**src/rtl/clock_mode_ctrl.sv**
```systemverilog
// rtl/clock_mode_ctrl.sv - key-driven mode FSM, alarm registers, ring and blink control for the digital clock
module clock_mode_ctrl #(
  parameter int TIMEOUT_MS = 10000,
  parameter int RING_MS    = 60000,
  parameter int BLINK_MS   = 500
) (
  input  logic       Clk_50MHz,
  input  logic       Reset_N,
  input  logic       tick_ms,
  input  logic [3:0] key_pulse,
  input  logic [5:0] count_S,
  input  logic [5:0] count_M,
  input  logic [4:0] count_H,
  output logic       Add_S,
  output logic       Add_M,
  output logic       Add_H,
  output logic       Subtract_S,
  output logic       Subtract_M,
  output logic       Subtract_H,
  output logic [4:0] alarm_H,
  output logic [5:0] alarm_M,
  output logic       alarm_en,
  output logic       buzzer_on,
  output logic [7:0] blink_mask,
  output logic       disp_sel,
  output logic [2:0] mode
);

  typedef enum logic [2:0] {
    ST_RUN   = 3'd0,
    ST_SET_H = 3'd1,
    ST_SET_M = 3'd2,
    ST_SET_S = 3'd3,
    ST_AL_H  = 3'd4,
    ST_AL_M  = 3'd5,
    ST_RING  = 3'd6
  } state_t;

  localparam int IDLE_W  = (TIMEOUT_MS > 1) ? $clog2(TIMEOUT_MS) : 1;
  localparam int RING_W  = (RING_MS    > 1) ? $clog2(RING_MS)    : 1;
  localparam int BLINK_W = (BLINK_MS   > 1) ? $clog2(BLINK_MS)   : 1;

  localparam logic [IDLE_W-1:0]  IDLE_LAST  = IDLE_W'(TIMEOUT_MS - 1);
  localparam logic [RING_W-1:0]  RING_LAST  = RING_W'(RING_MS - 1);
  localparam logic [BLINK_W-1:0] BLINK_LAST = BLINK_W'(BLINK_MS - 1);

  // State and counters
  state_t               r_state;
  state_t               w_state_next;
  logic [IDLE_W-1:0]    r_idle_cnt;
  logic [RING_W-1:0]    r_ring_cnt;
  logic [BLINK_W-1:0]   r_blink_cnt;
  logic                 r_blink_phase;   // 1 = blank
  logic                 r_match;
  logic                 r_match_d;

  // Registered outputs
  logic       r_add_s, r_add_m, r_add_h;
  logic       r_sub_s, r_sub_m, r_sub_h;
  logic [4:0] r_alarm_h;
  logic [5:0] r_alarm_m;
  logic       r_alarm_en;
  logic       r_buzzer;
  logic [7:0] r_blink_mask;
  logic       r_disp_sel;

  // Combinational next values
  logic       w_add_s, w_add_m, w_add_h;
  logic       w_sub_s, w_sub_m, w_sub_h;
  logic [4:0] w_alarm_h_next;
  logic [5:0] w_alarm_m_next;
  logic       w_alarm_en_next;
  logic       w_updown;
  logic [BLINK_W-1:0] w_blink_cnt_next;
  logic       w_blink_phase_next;
  logic [7:0] w_mask_next;

  // Key decode: only the highest-priority key (MODE > OK > UP > DOWN) is acted on
  logic w_key_mode, w_key_ok, w_key_up, w_key_dn, w_any_key;
  assign w_key_mode = key_pulse[0];
  assign w_key_ok   = key_pulse[3] & ~key_pulse[0];
  assign w_key_up   = key_pulse[1] & ~key_pulse[0] & ~key_pulse[3];
  assign w_key_dn   = key_pulse[2] & ~key_pulse[0] & ~key_pulse[3] & ~key_pulse[1];
  assign w_any_key  = |key_pulse;

  logic w_in_set, w_state_chg, w_timeout, w_ring_done, w_match, w_match_rise;
  assign w_in_set     = (r_state >= ST_SET_H) && (r_state <= ST_AL_M);
  assign w_state_chg  = (w_state_next != r_state);
  assign w_timeout    = w_in_set && tick_ms && (r_idle_cnt == IDLE_LAST);
  assign w_ring_done  = (r_state == ST_RING) && tick_ms && (r_ring_cnt == RING_LAST);
  assign w_match      = r_alarm_en && (count_H == r_alarm_h) && (count_M == r_alarm_m) &&
                        (count_S == 6'd0);
  assign w_match_rise = r_match && !r_match_d;

  // State register
  always_ff @(posedge Clk_50MHz or negedge Reset_N) begin
    if (!Reset_N) r_state <= ST_RUN;
    else          r_state <= w_state_next;
  end

  // Next-state, counter pulses and alarm register updates
  always_comb begin
    w_state_next    = r_state;
    w_add_s         = 1'b0;
    w_add_m         = 1'b0;
    w_add_h         = 1'b0;
    w_sub_s         = 1'b0;
    w_sub_m         = 1'b0;
    w_sub_h         = 1'b0;
    w_alarm_h_next  = r_alarm_h;
    w_alarm_m_next  = r_alarm_m;
    w_alarm_en_next = r_alarm_en;
    w_updown        = 1'b0;
    case (r_state)
      ST_RUN: begin
        if (w_key_mode)        w_state_next = ST_SET_H;
        else if (w_key_ok)     w_alarm_en_next = ~r_alarm_en;
        else if (w_match_rise) w_state_next = ST_RING;
      end
      ST_SET_H, ST_SET_M, ST_SET_S: begin
        if (w_key_mode) begin
          case (r_state)
            ST_SET_H: w_state_next = ST_SET_M;
            ST_SET_M: w_state_next = ST_SET_S;
            default:  w_state_next = ST_AL_H;
          endcase
        end else if (w_key_ok) begin
          w_state_next = ST_RUN;
        end else if (w_key_up || w_key_dn) begin
          w_updown = 1'b1;
          w_add_h  = w_key_up && (r_state == ST_SET_H);
          w_add_m  = w_key_up && (r_state == ST_SET_M);
          w_add_s  = w_key_up && (r_state == ST_SET_S);
          w_sub_h  = w_key_dn && (r_state == ST_SET_H);
          w_sub_m  = w_key_dn && (r_state == ST_SET_M);
          w_sub_s  = w_key_dn && (r_state == ST_SET_S);
        end else if (w_timeout) begin
          w_state_next = ST_RUN;
        end
      end
      ST_AL_H: begin
        if (w_key_mode)    w_state_next = ST_AL_M;
        else if (w_key_ok) w_state_next = ST_RUN;
        else if (w_key_up) begin
          w_updown       = 1'b1;
          w_alarm_h_next = (r_alarm_h == 5'd23) ? 5'd0 : r_alarm_h + 5'd1;
        end else if (w_key_dn) begin
          w_updown       = 1'b1;
          w_alarm_h_next = (r_alarm_h == 5'd0) ? 5'd23 : r_alarm_h - 5'd1;
        end else if (w_timeout) w_state_next = ST_RUN;
      end
      ST_AL_M: begin
        if (w_key_mode || w_key_ok) w_state_next = ST_RUN;
        else if (w_key_up) begin
          w_updown       = 1'b1;
          w_alarm_m_next = (r_alarm_m == 6'd59) ? 6'd0 : r_alarm_m + 6'd1;
        end else if (w_key_dn) begin
          w_updown       = 1'b1;
          w_alarm_m_next = (r_alarm_m == 6'd0) ? 6'd59 : r_alarm_m - 6'd1;
        end else if (w_timeout) w_state_next = ST_RUN;
      end
      ST_RING: begin
        // Any key only dismisses the ring; it has no other effect
        if (w_any_key || w_ring_done) w_state_next = ST_RUN;
      end
      default: w_state_next = ST_RUN;
    endcase
  end

  // Blink phase: free-running only while setting, restarted on state change or UP/DOWN
  always_comb begin
    w_blink_cnt_next   = r_blink_cnt;
    w_blink_phase_next = r_blink_phase;
    w_mask_next        = 8'h00;
    if (!w_in_set || w_state_chg || w_updown) begin
      w_blink_cnt_next   = '0;
      w_blink_phase_next = 1'b0;
    end else if (tick_ms) begin
      if (r_blink_cnt == BLINK_LAST) begin
        w_blink_cnt_next   = '0;
        w_blink_phase_next = ~r_blink_phase;
      end else begin
        w_blink_cnt_next = r_blink_cnt + BLINK_W'(1);
      end
    end
    if (w_blink_phase_next) begin
      case (w_state_next)
        ST_SET_H, ST_AL_H: w_mask_next = 8'b1100_0000;
        ST_SET_M, ST_AL_M: w_mask_next = 8'b0001_1000;
        ST_SET_S:          w_mask_next = 8'b0000_0011;
        default:           w_mask_next = 8'h00;
      endcase
    end
  end

  // Idle timeout counter: counts ms while setting, cleared by any key or state change
  always_ff @(posedge Clk_50MHz or negedge Reset_N) begin
    if (!Reset_N)                                  r_idle_cnt <= '0;
    else if (!w_in_set || w_state_chg || w_any_key) r_idle_cnt <= '0;
    else if (tick_ms)                              r_idle_cnt <= r_idle_cnt + IDLE_W'(1);
  end

  // Ring duration counter: counts ms only while ringing
  always_ff @(posedge Clk_50MHz or negedge Reset_N) begin
    if (!Reset_N)                                r_ring_cnt <= '0;
    else if (r_state != ST_RING || w_state_chg)  r_ring_cnt <= '0;
    else if (tick_ms)                            r_ring_cnt <= r_ring_cnt + RING_W'(1);
  end

  // Blink counter and phase registers
  always_ff @(posedge Clk_50MHz or negedge Reset_N) begin
    if (!Reset_N) begin
      r_blink_cnt   <= '0;
      r_blink_phase <= 1'b0;
    end else begin
      r_blink_cnt   <= w_blink_cnt_next;
      r_blink_phase <= w_blink_phase_next;
    end
  end

  // Alarm match pipeline; only a fresh rise can start a ring
  always_ff @(posedge Clk_50MHz or negedge Reset_N) begin
    if (!Reset_N) begin
      r_match   <= 1'b0;
      r_match_d <= 1'b0;
    end else begin
      r_match   <= w_match;
      r_match_d <= r_match;
    end
  end

  // Output registers, loaded from next-state values so they track the state without lag
  always_ff @(posedge Clk_50MHz or negedge Reset_N) begin
    if (!Reset_N) begin
      r_add_s      <= 1'b0;
      r_add_m      <= 1'b0;
      r_add_h      <= 1'b0;
      r_sub_s      <= 1'b0;
      r_sub_m      <= 1'b0;
      r_sub_h      <= 1'b0;
      r_alarm_h    <= 5'd7;
      r_alarm_m    <= 6'd0;
      r_alarm_en   <= 1'b0;
      r_buzzer     <= 1'b0;
      r_blink_mask <= 8'h00;
      r_disp_sel   <= 1'b0;
    end else begin
      r_add_s      <= w_add_s;
      r_add_m      <= w_add_m;
      r_add_h      <= w_add_h;
      r_sub_s      <= w_sub_s;
      r_sub_m      <= w_sub_m;
      r_sub_h      <= w_sub_h;
      r_alarm_h    <= w_alarm_h_next;
      r_alarm_m    <= w_alarm_m_next;
      r_alarm_en   <= w_alarm_en_next;
      r_buzzer     <= (w_state_next == ST_RING);
      r_blink_mask <= w_mask_next;
      r_disp_sel   <= (w_state_next == ST_AL_H) || (w_state_next == ST_AL_M);
    end
  end

  assign Add_S      = r_add_s;
  assign Add_M      = r_add_m;
  assign Add_H      = r_add_h;
  assign Subtract_S = r_sub_s;
  assign Subtract_M = r_sub_m;
  assign Subtract_H = r_sub_h;
  assign alarm_H    = r_alarm_h;
  assign alarm_M    = r_alarm_m;
  assign alarm_en   = r_alarm_en;
  assign buzzer_on  = r_buzzer;
  assign blink_mask = r_blink_mask;
  assign disp_sel   = r_disp_sel;
  assign mode       = r_state;

endmodule
```
**config.mk**
```make
export PLATFORM = sky130hd
export DESIGN_NAME = clock_mode_ctrl
export DESIGN_NICKNAME = d
export VERILOG_FILES = /design/src/rtl/clock_mode_ctrl.sv
export SDC_FILE = /design/constraint.sdc
export NUM_CORES = 1
export LEC_CHECK = 0
export BUFFER_PORTS_ARGS = -buffer_cell sky130_fd_sc_hd__clkbuf_2
export CAP_MARGIN = 10
export CELL_PAD_IN_SITES_DETAIL_PLACEMENT = 1
export CELL_PAD_IN_SITES_GLOBAL_PLACEMENT = 1
export CORE_ASPECT_RATIO = 0.5
export CORE_UTILIZATION = 48
export DETAILED_ROUTE_END_ITERATION = 7
export PLACE_DENSITY = 0.9
export SLEW_MARGIN = 10
export SYNTH_ARGS = -nofsm -noshare
export SYNTH_HDL_FRONTEND = slang
export SYNTH_SLANG_ARGS = --single-unit
```
**constraint.sdc**
```tcl
create_clock -name Clk_50MHz -period 6 [get_ports Clk_50MHz]
set_clock_uncertainty 0.05 [all_clocks]
set_input_delay 0 -clock Clk_50MHz [delete_from_list [all_inputs] [get_ports Clk_50MHz]]
set_output_delay 0 -clock Clk_50MHz [all_outputs]
set_load 0.1 [all_outputs]
```
==> flow_metrics.py <==
metrics = {
    "routing": {
        "wl_met1_um": 4697,
        "highest_layer": "met4",
        "viasPerCell": 5.901,
        "routed-wl-met2_um": 5555,
        "drt_iter0_drc": 244,
        "wl_per_cell_um": 18.70,
        "wl_met3_um": 488,
        "num_vias": 3464,
        "remaining_drc_errors": 0,
        "drt_first_pass_iters": 4,
        "wl_um": 10980,
        "postRouteAntennaNets": 0,
    },
    "floorplanning": {
        "start_util": 0.5036,
        "fp.dieArea_um2": 8941,
        "core_area_um2": 8144,
        "pin_count": 55,
        "rows": 23,
        "fp.dieW_um": 132.7,
        "chipHeight_um": 67.37,
    },
    "clock_network": {
        "clock-sinks": 68,
        "cts_tree": "done",
        "htreeDepth": 3,
        "ctsResizeCount": 0,
        "postCtsSetupBuffers": 0,
        "clk-insertion-delay-late_ns": 0.33,
        "clock-root-buffer": "clkbuf_16",
        "clockBufferDepth": 2,
        "clk_pin_slew_ns": 0.05,
        "cts_hold_buf": 5,
        "cts_buffers": 9,
    },
    "critical_path": {
        "path_common_cell": "nor4_1",
        "cp_cell_sequence": "ha_1, nand4_1, nor4_1, or2_1, nand3_1, mux2i_4, nor4_1",
        "cp_top_family": "simple AND/OR/NAND/NOR gates",
        "slowest_stage": "mux2i_4",
        "endpoint_kind": "register",
        "critPathBufInv": 0,
        "worst-path-max-fanout": 26,
        "max_stage_delay_ns": 0.91,
        "crit_arrival_ns": 3.49,
        "cp.required_ns": 6.10,
        "worst-path-stages": 7,
        "setup.worst_path.class": "reg2reg",
        "start_kind": "register",
        "r2r_cells": 7,
        "rrSetupSlack_ns": 2.61,
    },
    "yosys": {
        "syn_inst": 432,
        "ys.warnings.count": 0,
        "synth_cell_type_count": 57,
        "ys_seq_area_frac": 0.4158,
        "yosysTopAreaCell": "dfrtp_1",
        "postSynth.asyncResetShare": 1.000,
        "syn_avg_cell_area_um2": 9.494,
        "synth_flop_cell": "dfrtp_1",
        "synth.cell_area_um2": 4101,
        "synth_top_area_frac": 0.3966,
        "synth_seq_cells": 68,
        "synth_area_leaders": "dfrtp_1 40%, nor4_2 5.8%, xor2_1 5.3%",
        "synth_edf_count": 0,
    },
    "layout": {
        "final_common_cell": "dfrtp_1",
        "fillers": 926,
        "antenna_cells": 0,
        "regArea_um2": 1705,
        "final_nets": 502,
        "drive_gt1_frac": 0.2063,
        "area_growth_pct": 14.00,
        "final_cell_mix": "65 x dfrtp_1, 51 x clkbuf_2, 42 x nand2_1",
        "multiInputGateArea_um2": 2197,
    },
    "sta": {
        "worst_slew_pin_slew_ns": 1.083,
        "post-route-min-period_ns": 3.388,
        "rsz0062_at_grt": "no",
        "slew_headroom": 0.2628,
        "fin_crit_sh": 0.5647,
        "setup-violations-final": 0,
        "fmax_mhz": 295.2,
        "drv_slew": 0,
        "tns_ns": 0,
        "hold_slack_ns": 0.001731,
        "hold_viol": 0,
    },
    "global_routing": {
        "overflow": 0,
        "grt_usage": 0.2630,
        "antenna_found_initial": 0,
        "grt_pass1_vias": 3482,
        "grt_max_degree": 69,
        "grt_pass1_wl_um": 17860,
    },
    "power": {
        "clkPwrFrac": 0.301,
        "p_per_area_nw_per_um2": 343.4,
        "p_leak_nw": 1.927,
        "comb_power_share": 0.344,
        "p_int_mw": 0.9183,
        "p_sw_mw": 0.6872,
        "vdd.ir_drop.worst_v": 0.0003142,
        "p_sw_frac": 0.4280,
        "power_frac_seq": 0.355,
    },
    "worst_hold_path": {
        "hold_depth": 3,
        "holdCritPathClass": "in2reg",
    },
    "status": {
        "outcome": "complete, no violations",
    },
    "placed_design": {
        "hpwl_um": 6961,
        "gp_congestion": 0.7857,
        "io_buffer_count": 52,
    },
    "flow_run": {
        "cap_viol_max_count": 0,
    },
}
-- flip-flops by register name (all words and copies together) (netlist names) --
register / count
r_ring_cnt: 16
r_idle_cnt: 14
r_blink_cnt: 9
alarm_M: 6
alarm_H: 5
blink_mask: 3
mode: 3
Add_H: 1
Add_M: 1
Add_S: 1
Subtract_H: 1
Subtract_M: 1
Subtract_S: 1
alarm_en: 1
buzzer_on: 1
disp_sel: 1
r_blink_phase: 1
r_match: 1
r_match_d: 1
-- cell families after synthesis --
logic type	after synthesis	synth area share
compound gates	54	0.08755
xor+xnor	49	0.1046
fa+ha+maj	8	0.02441
buf+inv	42	0.05156
flops	68	0.4158
mux	5	0.01312
other cells	1	0.0009143
simple gates	205	0.3020
-- routing by layer --
metal  vias up  global-route usage
met5         -                   0
met4         0              0.1034
met2        89              0.4691
met3        23             0.06832
li1       1611                   -
met1      1741              0.3123
-- final timing paths --
path / to / from
min in group asynchronous: r_idle_cnt[10] / Reset_N
max: r_blink_cnt[1] / r_ring_cnt[0]
max reg2reg: r_blink_cnt[1] / r_ring_cnt[0]
max in group asynchronous: r_idle_cnt[3] / Reset_N
min: Subtract_S / key_pulse[2]
min reg2reg: r_match_d / r_match
-- cell usage after synthesis, drive strengths merged, types with 5 or more instances --
master	instances
nor2	39
a21oi	9
dfrtp	65
and2	6
a31oi	5
inv	8
nand3	17
clkbuf	19
nand4	15
and3	6
nor3	17
xnor2	24
nor4	29
mux2i	5
buf	15
ha	8
nand2	42
xor2	25
o21ai	18
nor2b	7
-- area by class of cell --
cell class | count | area share
clock buffer | 11 | 0.05191
timing repair buffer | 60 | 0.07118
sequential | 68 | 0.3647
clock inverter | 5 | 0.005887
multi-input combinational | 323 | 0.4699
inverter | 8 | 0.006422
tap | 112 | 0.02997
-- power by group through the flow --
stage	Clock, mW	Sequential [mW]	Combinational (mW)
floorplan	0	0.744	0.281
global placement	0	0.576	0.530
detailed placement	0	0.576	0.541
CTS	0.491	0.569	0.551
global route	0.506	0.578	0.587
finish	0.483	0.570	0.552
-- worst reg2reg max path, delay by kind of cell (launching register included) --
kind / cells / cell delay, ns
fa+ha+maj: 1 / 0.20
mux: 1 / 0.91
flops: 1 / 0.39
simple gates: 5 / 1.66
-- per-stage QoR --
step	util	total power, mW	setup slack, ns	instance area, um^2	instances
after detailed placement	0.5348	1.117	2.678	4355	566
final	0.5741	1.605	2.612	4676	587
after CTS	0.5741	1.610	2.612	4676	587
after global placement	0.5348	1.106	2.840	4355	566
after floorplan	-	1.025	3.222	4105	433
after global routing	0.5741	1.671	2.347	4676	587
(Power assumes the default switching activity.)
